**src/rtl/pipe_control.sv**
```systemverilog
// pipe_control
//   Hazard controller and run-state sequencer for the five-stage Y86 pipeline.
//   It decodes the F/D/E/M/W stage fields each cycle and drives the stall and
//   bubble controls of the pipeline registers. These cover the load/use
//   interlock, the mispredicted-jump squash, the ret fetch hold and the
//   exception drain. A RUN/DRAIN/HALTED sequencer freezes the pipeline once a
//   non-AOK status retires. Wrap-around counters track cycles, retired
//   instructions and each hazard class.
//
// Ports
//   clk, rst                 clock (rising edge), asynchronous active-high reset
//   D_icode                  icode in the decode register
//   d_srcA, d_srcB           decode source register IDs (F = none)
//   E_icode, E_dstM          execute-stage icode and memory destination
//   e_Cnd                    execute branch condition
//   M_icode                  memory-stage icode
//   m_stat, W_stat           memory-output and writeback status
//   W_icode                  writeback icode
//   cnt_clr                  synchronous clear of all counters
//   F_stall .. W_stall       pipeline register controls (combinational)
//   state, halted            sequencer state (RUN=0, DRAIN=1, HALTED=2)
//   cyc_cnt .. rs_cnt        cycle, retired, load/use, mispredict, ret-stall counts
module pipe_control #(
   parameter int CW = 32
) (
   input  logic          clk,
   input  logic          rst,
   input  logic [3:0]    D_icode,
   input  logic [3:0]    d_srcA,
   input  logic [3:0]    d_srcB,
   input  logic [3:0]    E_icode,
   input  logic [3:0]    E_dstM,
   input  logic          e_Cnd,
   input  logic [3:0]    M_icode,
   input  logic [3:0]    m_stat,
   input  logic [3:0]    W_stat,
   input  logic [3:0]    W_icode,
   input  logic          cnt_clr,
   output logic          F_stall,
   output logic          D_stall,
   output logic          D_bubble,
   output logic          E_bubble,
   output logic          M_bubble,
   output logic          W_stall,
   output logic [1:0]    state,
   output logic          halted,
   output logic [CW-1:0] cyc_cnt,
   output logic [CW-1:0] ret_cnt,
   output logic [CW-1:0] lu_cnt,
   output logic [CW-1:0] mp_cnt,
   output logic [CW-1:0] rs_cnt
);

   localparam logic [3:0] I_NOP    = 4'h1;
   localparam logic [3:0] I_MRMOVQ = 4'h5;
   localparam logic [3:0] I_JXX    = 4'h7;
   localparam logic [3:0] I_RET    = 4'h9;
   localparam logic [3:0] I_POPQ   = 4'hB;

   localparam logic [3:0] S_AOK = 4'h1;
   localparam logic [3:0] S_HLT = 4'h2;
   localparam logic [3:0] S_ADR = 4'h3;
   localparam logic [3:0] S_INS = 4'h4;

   localparam logic [3:0] RNONE = 4'hF;

   localparam logic [1:0] ST_RUN    = 2'd0;
   localparam logic [1:0] ST_DRAIN  = 2'd1;
   localparam logic [1:0] ST_HALTED = 2'd2;

   function automatic logic is_exc(input logic [3:0] stat);
      return (stat == S_ADR) || (stat == S_INS) || (stat == S_HLT);
   endfunction

   // Counters wrap naturally at 2^CW.
   function automatic logic [CW-1:0] cnt_next(input logic [CW-1:0] cur, input logic inc);
      return inc ? cur + {{(CW-1){1'b0}}, 1'b1} : cur;
   endfunction

   logic lu, mp, rh, exc_m, exc_w, run_en, retire;

   // Hazard decode
   always_comb begin
      lu     = ((E_icode == I_MRMOVQ) || (E_icode == I_POPQ)) &&
               (E_dstM != RNONE) &&
               ((E_dstM == d_srcA) || (E_dstM == d_srcB));
      mp     = (E_icode == I_JXX) && !e_Cnd;
      rh     = (D_icode == I_RET) || (E_icode == I_RET) || (M_icode == I_RET);
      exc_m  = is_exc(m_stat);
      exc_w  = is_exc(W_stat);
      run_en = (state != ST_HALTED);
      retire = (W_stat == S_AOK) && (W_icode != I_NOP);
   end

   // Control outputs: reset flushes with bubbles, HALTED freezes everything,
   // otherwise hazards drive them. Stall beats bubble in decode so a ret held
   // behind a load/use does not squash the stalled instruction.
   always_comb begin
      F_stall  = lu || rh;
      D_stall  = lu;
      D_bubble = mp || (rh && !lu);
      E_bubble = mp || lu;
      M_bubble = exc_m || exc_w;
      W_stall  = exc_w;
      if (rst) begin
         F_stall  = 1'b0;
         D_stall  = 1'b0;
         D_bubble = 1'b1;
         E_bubble = 1'b1;
         M_bubble = 1'b1;
         W_stall  = 1'b0;
      end else if (state == ST_HALTED) begin
         F_stall  = 1'b1;
         D_stall  = 1'b1;
         D_bubble = 1'b0;
         E_bubble = 1'b1;
         M_bubble = 1'b1;
         W_stall  = 1'b1;
      end
   end

   assign halted = (state == ST_HALTED);

   // Run-state sequencer
   always_ff @(posedge clk or posedge rst) begin
      if (rst) begin
         state <= ST_RUN;
      end else begin
         case (state)
            ST_RUN: begin
               if (exc_w)      state <= ST_HALTED;
               else if (exc_m) state <= ST_DRAIN;
            end
            ST_DRAIN: begin
               if (exc_w) state <= ST_HALTED;
            end
            ST_HALTED: state <= ST_HALTED;
            default:   state <= ST_RUN;
         endcase
      end
   end

   // Performance counters: clear wins over any increment, even in HALTED.
   always_ff @(posedge clk or posedge rst) begin
      if (rst) begin
         cyc_cnt <= '0;
         ret_cnt <= '0;
         lu_cnt  <= '0;
         mp_cnt  <= '0;
         rs_cnt  <= '0;
      end else if (cnt_clr) begin
         cyc_cnt <= '0;
         ret_cnt <= '0;
         lu_cnt  <= '0;
         mp_cnt  <= '0;
         rs_cnt  <= '0;
      end else begin
         cyc_cnt <= cnt_next(cyc_cnt, run_en);
         ret_cnt <= cnt_next(ret_cnt, run_en && retire);
         lu_cnt  <= cnt_next(lu_cnt,  run_en && lu);
         mp_cnt  <= cnt_next(mp_cnt,  run_en && mp);
         rs_cnt  <= cnt_next(rs_cnt,  run_en && rh && !lu);
      end
   end

endmodule

```
**config.mk**
```make
export PLATFORM = sky130hd
export DESIGN_NAME = pipe_control
export DESIGN_NICKNAME = d
export VERILOG_FILES = /design/src/rtl/pipe_control.sv
export SDC_FILE = /design/constraint.sdc
export NUM_CORES = 1
export LEC_CHECK = 0
export BUFFER_PORTS_ARGS = -buffer_cell sky130_fd_sc_hd__buf_2
export CAP_MARGIN = 40
export CORE_MARGIN = 2
export CORE_UTILIZATION = 44
export CTS_CLUSTER_DIAMETER = 150
export DETAILED_ROUTE_END_ITERATION = 6
export PLACE_DENSITY_LB_ADDON = 0.2
export SLEW_MARGIN = 30
export SYNTH_ARGS = -nofsm -noshare
export SYNTH_HDL_FRONTEND = slang
export SYNTH_SLANG_ARGS = --single-unit
```
**constraint.sdc**
```tcl
create_clock -name clk -period 8.6 [get_ports clk]
set_input_delay 1.72 -clock clk [delete_from_list [all_inputs] [get_ports clk]]
set_output_delay 1.72 -clock clk [all_outputs]
set_load 0.05 [all_outputs]
```
==> results of run 1 <==
==> cell type report <==
type	count	share of cell area
Antenna cell	1	0.000241
Clock buffer	18	0.0422
Clock inverter	14	0.0194
Inverter	17	0.00649
Multi-Input combinational cell	684	0.403
Sequential cell	162	0.390
Tap cell	234	0.0281
Timing Repair Buffer	217	0.111
==> cell families (layout without fill, tap and decap cells) <==
group           after synthesis  after routing  share of synthesized area
buf+inv                      49            266                     0.0220
mux                           6              6                    0.00743
fa+ha+maj                     9              9                     0.0134
compound gates               54             54                     0.0388
xor+xnor                    143            143                      0.149
flops                       162            162                      0.482
other cells                   0              1                          0
simple gates                472            472                      0.288
==> path summary, 6_finish.rpt <==
check	startpoint	end	slack, ns	depth (start not counted)
min in group asynchronous	rst	state[1]	1.40	2
max in group asynchronous	rst	mp_cnt[13]	6.21	4
worst max register to register	state[0]	cyc_cnt[30]	5.70	9
worst max-delay path	E_icode[1]	D_bubble	3.31	7
worst min-delay path	ret_cnt[31]	ret_cnt[31]	0.54	2
worst min register to register	ret_cnt[31]	ret_cnt[31]	0.54	2
==> placed cells by master, fill, tap and decap left out, types with 3 or more instances in the layout <==
master                       netlist  final
sky130_fd_sc_hd__xnor2_1          63     63
sky130_fd_sc_hd__nor3_1           21     21
sky130_fd_sc_hd__nor2_1          162    162
sky130_fd_sc_hd__dfrtp_1         162    162
sky130_fd_sc_hd__mux2i_1           4      4
sky130_fd_sc_hd__xor2_1           80     80
sky130_fd_sc_hd__inv_1            17     16
sky130_fd_sc_hd__nor4b_1           3      3
sky130_fd_sc_hd__nor4_1           16     16
sky130_fd_sc_hd__ha_1              9      9
sky130_fd_sc_hd__o211ai_1          3      3
sky130_fd_sc_hd__buf_2             1    207
sky130_fd_sc_hd__inv_6             0      5
sky130_fd_sc_hd__o21ai_0          17     17
sky130_fd_sc_hd__and2_1            8      8
sky130_fd_sc_hd__and4_1           20     20
sky130_fd_sc_hd__nor2b_1           8      8
sky130_fd_sc_hd__nand2_1          58     58
sky130_fd_sc_hd__bufinv_16         0      4
sky130_fd_sc_hd__a21oi_1          22     22
sky130_fd_sc_hd__nand3_1          51     51
sky130_fd_sc_hd__nor4bb_1          4      4
sky130_fd_sc_hd__clkbuf_16         0     17
sky130_fd_sc_hd__clkinvlp_4        0      3
sky130_fd_sc_hd__or3_1            16     16
sky130_fd_sc_hd__buf_4             0      7
sky130_fd_sc_hd__nand2b_1          3      3
sky130_fd_sc_hd__and3_1           32     32
sky130_fd_sc_hd__nand4_1          54     54
==> sequential cells by signal (all words and copies together) (netlist names) <==
signal and cells:
rs_cnt 32, lu_cnt 32, state 2, ret_cnt 32
cyc_cnt 32, mp_cnt 32
==> critical path, cell delays in order <==
cell and delay [ns]:
sky130_fd_sc_hd__buf_2 0.11, sky130_fd_sc_hd__and3b_1 0.17, sky130_fd_sc_hd__o211ai_1 0.52, sky130_fd_sc_hd__a21o_1 0.48
sky130_fd_sc_hd__nand2_1 0.19, sky130_fd_sc_hd__nand2_1 0.11, sky130_fd_sc_hd__buf_2 0.26
==> power by group through the flow <==
stage	sequential, mW	combinational [mW]	clock, mW
after floorplan	0.836	0.141	0
after global placement	0.801	0.240	0
after detailed placement	0.801	0.246	0
after CTS	0.787	0.246	0.840
after global routing	0.789	0.264	0.872
final	0.787	0.243	0.821
==> per-layer routing <==
metal	global-route usage	wire, um
met1	0.300	10100
met2	0.320	9450
met3	0.0474	1060
met4	0.0589	291
met5	0	0
==> flow_summary.toml, run 1 <==
[status]
run_status = "completed"

[place]
dpl_worst_slack_ns = 3.32
place.detailed.hpwl_um = 14900
globalplace.congestion = 0.797
post-place-cells = 1314
area_of_placed_instances_um2 = 9760
io_buffer_count = 208

[pwr]
max-vdd-ir-drop_uv = 160
internal-power_mw = 1.34
power_density_nw_per_um2 = 178
sequentialPowerShare = 0.425
fin_total_pwr_mw = 1.85
net_sw_frac = 0.279
power.share.clock = 0.443
power.combinational.fraction = 0.131
total_leakage_power_nw = 4.99
p_sw_mw = 0.516

[sta]
final_worst_path_cycle_share = 0.615
report.final.slew_viol_count = 0
grt_setup_unrepaired = "no"
worst-slew-pin-transition_ns = 0.812
timing.final.setup_violations = 0
fin_crit_ns = 5.29
hold-worst-slack_ns = 0.542
final.setup.tns_ns = 0
timing.final.ws_setup_ns = 3.31
hold_violations = 0
skew_ns = 0.00963
fmaxAchievable_mhz = 189
slew_headroom = 0.457

[drt]
drt_first_iter_violations = 391
antenna_violating_nets_post_route = 0
drt-total-wl_um = 20900
wl_per_cell_um = 15.5
remaining_drc_errors = 0
drt-vias-per-instance = 5.32
detailedRoute.firstPassIterationCount = 4
vias = 7163

[cts]
cts_hold_buf = 0
clkTransAtPathRegs_ns = 0.06
cts_inserted_buffers = 17
clock_insertion_delay_at_the_later_pin_of_the_skew_report_ns = 0.43
clock-root-buffer = "sky130_fd_sc_hd__clkbuf_16"
tritoncts_clock_tree = "built"
clock_sink_count = 162
htreeDepth = 4
cts-root-to-sink-buffers = 2
cts.repair_timing.setup_buffer_count = 0
cts.repair.resized = 0

[synthesis]
ys_seq_elements = 162
synthArstFlopShare = 1.00
syn-cell-area_um2 = 8420
synth_cell_types = 47
synth.area.top_cells = "sky130_fd_sc_hd__dfrtp_1, sky130_fd_sc_hd__xor2_1, sky130_fd_sc_hd__nor2_1"
ys_warn_count = 0
synth.yosys.seq_area_share = 0.482
syn-instance-count = 895
post-synth-top-area-fraction = 0.482
synth-main-ff-cell = "sky130_fd_sc_hd__dfrtp_1"
yosysTopAreaCell = "sky130_fd_sc_hd__dfrtp_1"
synth_enable_flop_cells = 0
synthesis.nets = 944
synth_top_cells_by_count = "sky130_fd_sc_hd__dfrtp_1, sky130_fd_sc_hd__nor2_1, sky130_fd_sc_hd__xor2_1"
syn_area_per_cell_um2 = 9.41

[global_routing]
grt_overflow = 0
grt_antenna_before_repair = 0
grt_first_pass_wirelength_um = 33800
grt_pass1_vias = 6559
globalRouteTotalUtil = 0.209
largest_net_degree_at_the_start_of_global_routing = 99

[floorplan]
rows = 50
die_x_um = 142
die_h_um = 142
io_pins = 209
core-area_um2 = 18800
die_area_um2 = 20300
start_util = 0.449

[hold_path]
hold_path.class = "reg2reg"

[setup_path]
worst-endpoint-required_ns = 6.88
timing.critical_path.from_type = "input pin"
critical_path_peak_fanout = 17
crit_arrival_ns = 3.57
timing.critical_path.to_type = "output pin"
worstSetupPathType = "in2out"

[layout]
regArea_um2 = 4050
finish.net_count = 1148
drive_gt1_frac = 0.235
fin_cells = 1347
area_delta_synth_final_pct = 23.6
final.fill_count = 1722
final_design_area_no_fill_um2 = 10400
multi_input_comb_area_um2 = 4190
fin_util = 0.554

[run]
max-cap-violations = 0
Power figures use the tool's default switching activity.
==> run 2: changes to the inputs <==
ABC_AREA = 1   (was not set)
clock period = 5.22 ns   (was 8.6 ns; I/O delays follow)
==> run 2 against run 1 <==
Against the previous run:
- synthesized cell count rose by 80%
- synthesized area increased by 24%
- total power grew 67%
- utilization down 2.2 points
==> flow_summary.toml, run 2 <==
[floorplan]
die_area_um2 = 25000
rows = 56
die_h_um = 158
start_util = 0.447
die_x_um = 158
core-area_um2 = 23400
io_pins = 209

[pwr]
net_sw_frac = 0.296
total_leakage_power_nw = 6.12
p_sw_mw = 0.918
power.share.clock = 0.442
power_density_nw_per_um2 = 249
power.combinational.fraction = 0.141
internal-power_mw = 2.18
max-vdd-ir-drop_uv = 181
sequentialPowerShare = 0.418

[sta]
final_worst_path_cycle_share = 0.715
timing.final.setup_violations = 0
grt_setup_unrepaired = "no"
fin_crit_ns = 3.73
hold-worst-slack_ns = 0.524
timing.final.ws_setup_ns = 1.49
fmaxAchievable_mhz = 268
final.setup.tns_ns = 0
report.final.slew_viol_count = 0
skew_ns = 0.0125
hold_violations = 0
slew_headroom = 0.468
worst-slew-pin-transition_ns = 0.796

[cts]
tritoncts_clock_tree = "built"
cts.repair_timing.setup_buffer_count = 0
clkTransAtPathRegs_ns = 0.06
cts.repair.resized = 0
htreeDepth = 4
clock_insertion_delay_at_the_later_pin_of_the_skew_report_ns = 0.43
cts_hold_buf = 0
cts-root-to-sink-buffers = 2
clock_sink_count = 162
clock-root-buffer = "sky130_fd_sc_hd__clkbuf_16"
cts_inserted_buffers = 17

[hold_path]
whs_path_depth = 1
worst_hold_startpoint = "cyc_cnt[0]"
hold_path.class = "reg2reg"
min_delay_worst_endpoint = "cyc_cnt[0]"

[drt]
antenna_violating_nets_post_route = 0
detailedRoute.firstPassIterationCount = 5
vias = 10888
route.met2.wl_um = 13500
drt_first_iter_violations = 882
remaining_drc_errors = 0
drt-total-wl_um = 29800
wl_per_cell_um = 14.0
uppermost_layer_routed = "met4"
drt-vias-per-instance = 5.10
met1Wirelength_um = 14100
wl_met3_um = 1730

[setup_path]
worstSetupPathType = "reg2out"
rr_startpoint = "state[0]"
crit_arrival_ns = 2.69
critical_path_peak_fanout = 34
cp_slowest_cell = "sky130_fd_sc_hd__dfrtp_1"
worst-endpoint-required_ns = 4.18
crit_path_cell_trace = "inv_1 -> ha_1 -> inv_2 -> nand2_1 -> clkinv_1 -> nand2_4 -> nand3_1 -> buf_2"
regToRegEndpoint = "ret_cnt[23]"
timing.critical_path.from_type = "flip-flop"
reg2reg_setup_slack_ns = 2.53
timing.critical_path.to_type = "output pin"
critical-path-max-stage-delay_ns = 0.41
worst-r2r-cell-count = 8

[status]
run_status = "completed"

[synthesis]
syn-cell-area_um2 = 10500
post-synth-top-area-fraction = 0.387
ys_warn_count = 0
synth.yosys.seq_area_share = 0.387
ys_seq_elements = 162
syn_area_per_cell_um2 = 6.50
synth_top_cells_by_count = "sky130_fd_sc_hd__nand2_1, sky130_fd_sc_hd__nor2_1, sky130_fd_sc_hd__inv_1"
synth_cell_types = 37
synth-main-ff-cell = "sky130_fd_sc_hd__dfrtp_1"
yosysTopAreaCell = "sky130_fd_sc_hd__dfrtp_1"
yosysMostFrequentCell = "sky130_fd_sc_hd__nand2_1"
synth.area.top_cells = "sky130_fd_sc_hd__dfrtp_1, sky130_fd_sc_hd__nand2_1, sky130_fd_sc_hd__nor2_1"
synth_enable_flop_cells = 0
syn-instance-count = 1609
synthArstFlopShare = 1.00
synthesis.nets = 1658

[layout]
layout_commonest_cell = "sky130_fd_sc_hd__nand2_1"
finish.net_count = 1853
drive_gt1_frac = 0.149
fin_util = 0.532
area_delta_synth_final_pct = 19.1
antenna_cells = 0
fin_cells = 2136
regArea_um2 = 4050
final.fill_count = 2433
most-common-layout-cells = "sky130_fd_sc_hd__nand2_1, sky130_fd_sc_hd__nor2_1, sky130_fd_sc_hd__buf_2, sky130_fd_sc_hd__inv_1, sky130_fd_sc_hd__nand3_1"
multi_input_comb_area_um2 = 5490

[global_routing]
grt_antenna_before_repair = 0
grt_first_pass_wirelength_um = 48500
grt_pass1_vias = 9704
largest_net_degree_at_the_start_of_global_routing = 67
globalRouteTotalUtil = 0.241
grt_overflow = 0

[place]
dpl_worst_slack_ns = 1.64
post-place-cells = 2101
place.detailed.hpwl_um = 21900
io_buffer_count = 208
globalplace.congestion = 0.927

[run]
max-cap-violations = 0
==> run 2: cells by family after synthesis <==
logic type	share of synthesized area
and+or+nand+nor	0.412
xor gates and xnor gates	0.0293
adders and majority gates	0.0108
DFF	0.387
AOI/OAI and AO/OA	0.0719
buffers and inverters	0.0881
==> run 2: per-layer routing <==
| metal | track usage | up-vias |
|---|---|---|
| met4 | 0.0669 | 0 |
| met3 | 0.0361 | 38 |
| met2 | 0.381 | 316 |
| met1 | 0.344 | 5039 |
| li1 | - | 5495 |
| met5 | 0 | - |
==> run 2: area by class of cell <==
type / instances / share of cell area
multi-input cells: 1211 / 0.440
clock inverters: 14 / 0.0162
repair buffers: 218 / 0.0928
well taps: 319 / 0.0320
clock buffers: 18 / 0.0344
inverters: 194 / 0.0589
flip-flops and latches: 162 / 0.325
==> run 2: worst max-delay path, delay by kind of cell (launching register included) <==
family	cells	cell delay, ns
fa+ha+maj	1	0.41
buf+inv	4	0.81
flops	1	0.41
simple gates	3	0.62
==> run 2: power groups by stage <==
stage / Sequential, mW / Clock (mW) / Combinational (mW)
3_5_place_dp: 1.32 / 0 / 0.433
6_report: 1.29 / 1.37 / 0.436
3_3_place_gp: 1.32 / 0 / 0.427
2_1_floorplan: 1.38 / 0 / 0.253
5_1_grt: 1.30 / 1.45 / 0.477
4_1_cts: 1.29 / 1.39 / 0.434
==> run 2: worst max path at each step <==
stage | endpoint | startpoint
finish | D_bubble | state[0]
global route | D_bubble | state[0]
CTS | D_bubble | state[0]
detailed placement | D_bubble | E_dstM[0]
global placement | D_bubble | E_dstM[0]
floorplan | M_bubble | rst
==> run 2: metrics by stage <==
step           cell area, um^2  power, mW
6_report                 12500       3.10
5_1_grt                  12500       3.22
4_1_cts                  12400       3.12
3_5_place_dp             11800       1.75
3_3_place_gp             11800       1.74
2_1_floorplan            10500       1.63
==> run 3: changes to the inputs <==
clock period = 3.1 ns   (was 5.22 ns; I/O delays follow)
==> run 3 against run 2 <==
Against the previous run:
- worst hold slack got worse by 0.30 ns
- non-clock buffer count increased by 5
- largest power group unchanged
- final cell count rose by 0.23%
- largest cell class unchanged
- highest routed layer unchanged
- critical endpoint unchanged
- combinational power is 72% higher
==> flow_summary.toml, run 3 (synthesis gave the netlist of run 2 again) <==
[setup_path]
worst-endpoint-required_ns = 2.48
crit_path_cell_trace = "inv_1 -> ha_1 -> inv_2 -> nand4_2 -> nand3_1 -> buf_2"
crit_arrival_ns = 2.27
crit_family = "buffers and inverters"
cp_slowest_cell = "sky130_fd_sc_hd__dfrtp_1"
worstSetupPathType = "reg2out"
critical-path-max-stage-delay_ns = 0.39
critical_path_peak_fanout = 13
cp_num_buf_inv = 3
timing.critical_path.from_type = "flip-flop"
timing.critical_path.to_type = "output pin"

[sta]
skew_ns = 0.0149
timing.final.setup_violations = 0
fin_crit_ns = 2.89
hold-worst-slack_ns = 0.219
slew_headroom = 0.447
report.final.slew_viol_count = 0
hold_violations = 0
final_worst_path_cycle_share = 0.933
grt_setup_unrepaired = "no"
fmaxAchievable_mhz = 346
worst-slew-pin-transition_ns = 0.825

[drt]
drt-total-wl_um = 30700
detailedRoute.firstPassIterationCount = 5
vias = 10874
drt_first_iter_violations = 822
wl_per_cell_um = 14.3
antenna_violating_nets_post_route = 0
remaining_drc_errors = 0
drt-vias-per-instance = 5.08

[pwr]
power.combinational.fraction = 0.146
fin_total_pwr_mw = 5.13
power_density_nw_per_um2 = 412
max-vdd-ir-drop_uv = 302
internal-power_mw = 3.53
total_leakage_power_nw = 6.12
net_sw_frac = 0.311
p_sw_mw = 1.60
power.share.clock = 0.428
sequentialPowerShare = 0.425

[cts]
clock_insertion_delay_at_the_later_pin_of_the_skew_report_ns = 0.44
cts-root-to-sink-buffers = 2
cts.repair_timing.setup_buffer_count = 0
cts_inserted_buffers = 17
tritoncts_clock_tree = "built"
clkTransAtPathRegs_ns = 0.07
htreeDepth = 4
cts.repair.resized = 0
cts_hold_buf = 0
clock_sink_count = 162
clock-root-buffer = "sky130_fd_sc_hd__clkbuf_16"

[global_routing]
grt_antenna_before_repair = 0
grt_first_pass_wirelength_um = 49600
grt_pass1_vias = 9940
globalRouteTotalUtil = 0.249
largest_net_degree_at_the_start_of_global_routing = 109
grt_overflow = 0

[layout]
most-common-layout-cells = "sky130_fd_sc_hd__nand2_1, sky130_fd_sc_hd__nor2_1, sky130_fd_sc_hd__buf_2, sky130_fd_sc_hd__inv_1, sky130_fd_sc_hd__nand3_1"
layout_commonest_cell = "sky130_fd_sc_hd__nand2_1"
fin_util = 0.532
final.fill_count = 2405
fin_cells = 2141
drive_gt1_frac = 0.152
antenna_cells = 0
area_delta_synth_final_pct = 19.0
finish.net_count = 1858

[hold_path]
hold_path.class = "in2async"

[place]
place.detailed.hpwl_um = 22400
post-place-cells = 2108
globalplace.congestion = 0.908
io_buffer_count = 208

[floorplan]
die_x_um = 158
die_area_um2 = 25000
core-area_um2 = 23400
start_util = 0.447
die_h_um = 158
io_pins = 209
rows = 56

[run]
max-cap-violations = 0

[status]
run_status = "completed"
run 3: cell types whose count changed in the layout (fill, tap and decap cells not counted), moves of 2 or more:
cell	before	now
sky130_fd_sc_hd__buf_16	2	0
sky130_fd_sc_hd__bufinv_16	4	2
sky130_fd_sc_hd__buf_4	7	13
sky130_fd_sc_hd__clkinv_4	0	2
run 3: worst register-to-register path: stages (launching register included):
cell	delay [ns]
sky130_fd_sc_hd__dfrtp_1	0.41
sky130_fd_sc_hd__inv_1	0.11
sky130_fd_sc_hd__ha_1	0.19
sky130_fd_sc_hd__inv_2	0.15
sky130_fd_sc_hd__nand2_1	0.12
sky130_fd_sc_hd__clkinv_1	0.23
sky130_fd_sc_hd__nand2_4	0.15
sky130_fd_sc_hd__buf_4	0.35
sky130_fd_sc_hd__nand2_2	0.43
sky130_fd_sc_hd__nand2_1	0.19
sky130_fd_sc_hd__nand2_1	0.06
run 3: cell type report:
class                   instances  area [um^2]  area share
well taps                     319          399      0.0321
repair buffers                223         1170      0.0942
clock inverters                14          173      0.0139
flip-flops and latches        162         4050       0.326
inverters                     194          734      0.0590
clock buffers                  18          429      0.0345
multi-input cells            1211         5490       0.441
run 3: per-layer routing:
| metal | track usage | up-vias | part of all wire |
|---|---|---|---|
| met2 | 0.403 | 336 | 0.46 |
| met1 | 0.336 | 4972 | 0.45 |
| met4 | 0.0849 | 0 | 0.026 |
| met5 | 0 | - | 0 |
| li1 | - | 5508 | - |
| met3 | 0.0460 | 58 | 0.064 |
run 3: final timing paths:
path | end | startpoint | cells after the start | slack [ns]
setup / recovery | D_bubble | state[0] | 6 | 0.21
hold / removal | lu_cnt[4] | rst | 2 | 0.22
setup reg to reg | rs_cnt[28] | state[0] | 10 | 0.62
hold reg to reg | cyc_cnt[9] | cyc_cnt[9] | 1 | 0.52
max in group asynchronous | state[0] | rst | 3 | 1.94
min in group clk | cyc_cnt[9] | cyc_cnt[9] | 1 | 0.52
run 3: stage by stage:
stage	setup TNS (ns)	cell area, um^2	setup WS (ns)
floorplan	-6.01	10500	-1.69
global placement	0	11800	0.440
detailed placement	0	11800	0.427
CTS	0	12400	0.157
global route	0	12500	0.0652
finish	0	12500	0.206
run 3: power by group through the flow:
stage | combinational [mW] | clock, mW | sequential [mW]
after floorplan | 0.429 | 0 | 2.32
after global placement | 0.749 | 0 | 2.22
after detailed placement | 0.756 | 0 | 2.22
after CTS | 0.760 | 2.24 | 2.18
after global routing | 0.827 | 2.34 | 2.18
final | 0.750 | 2.20 | 2.18
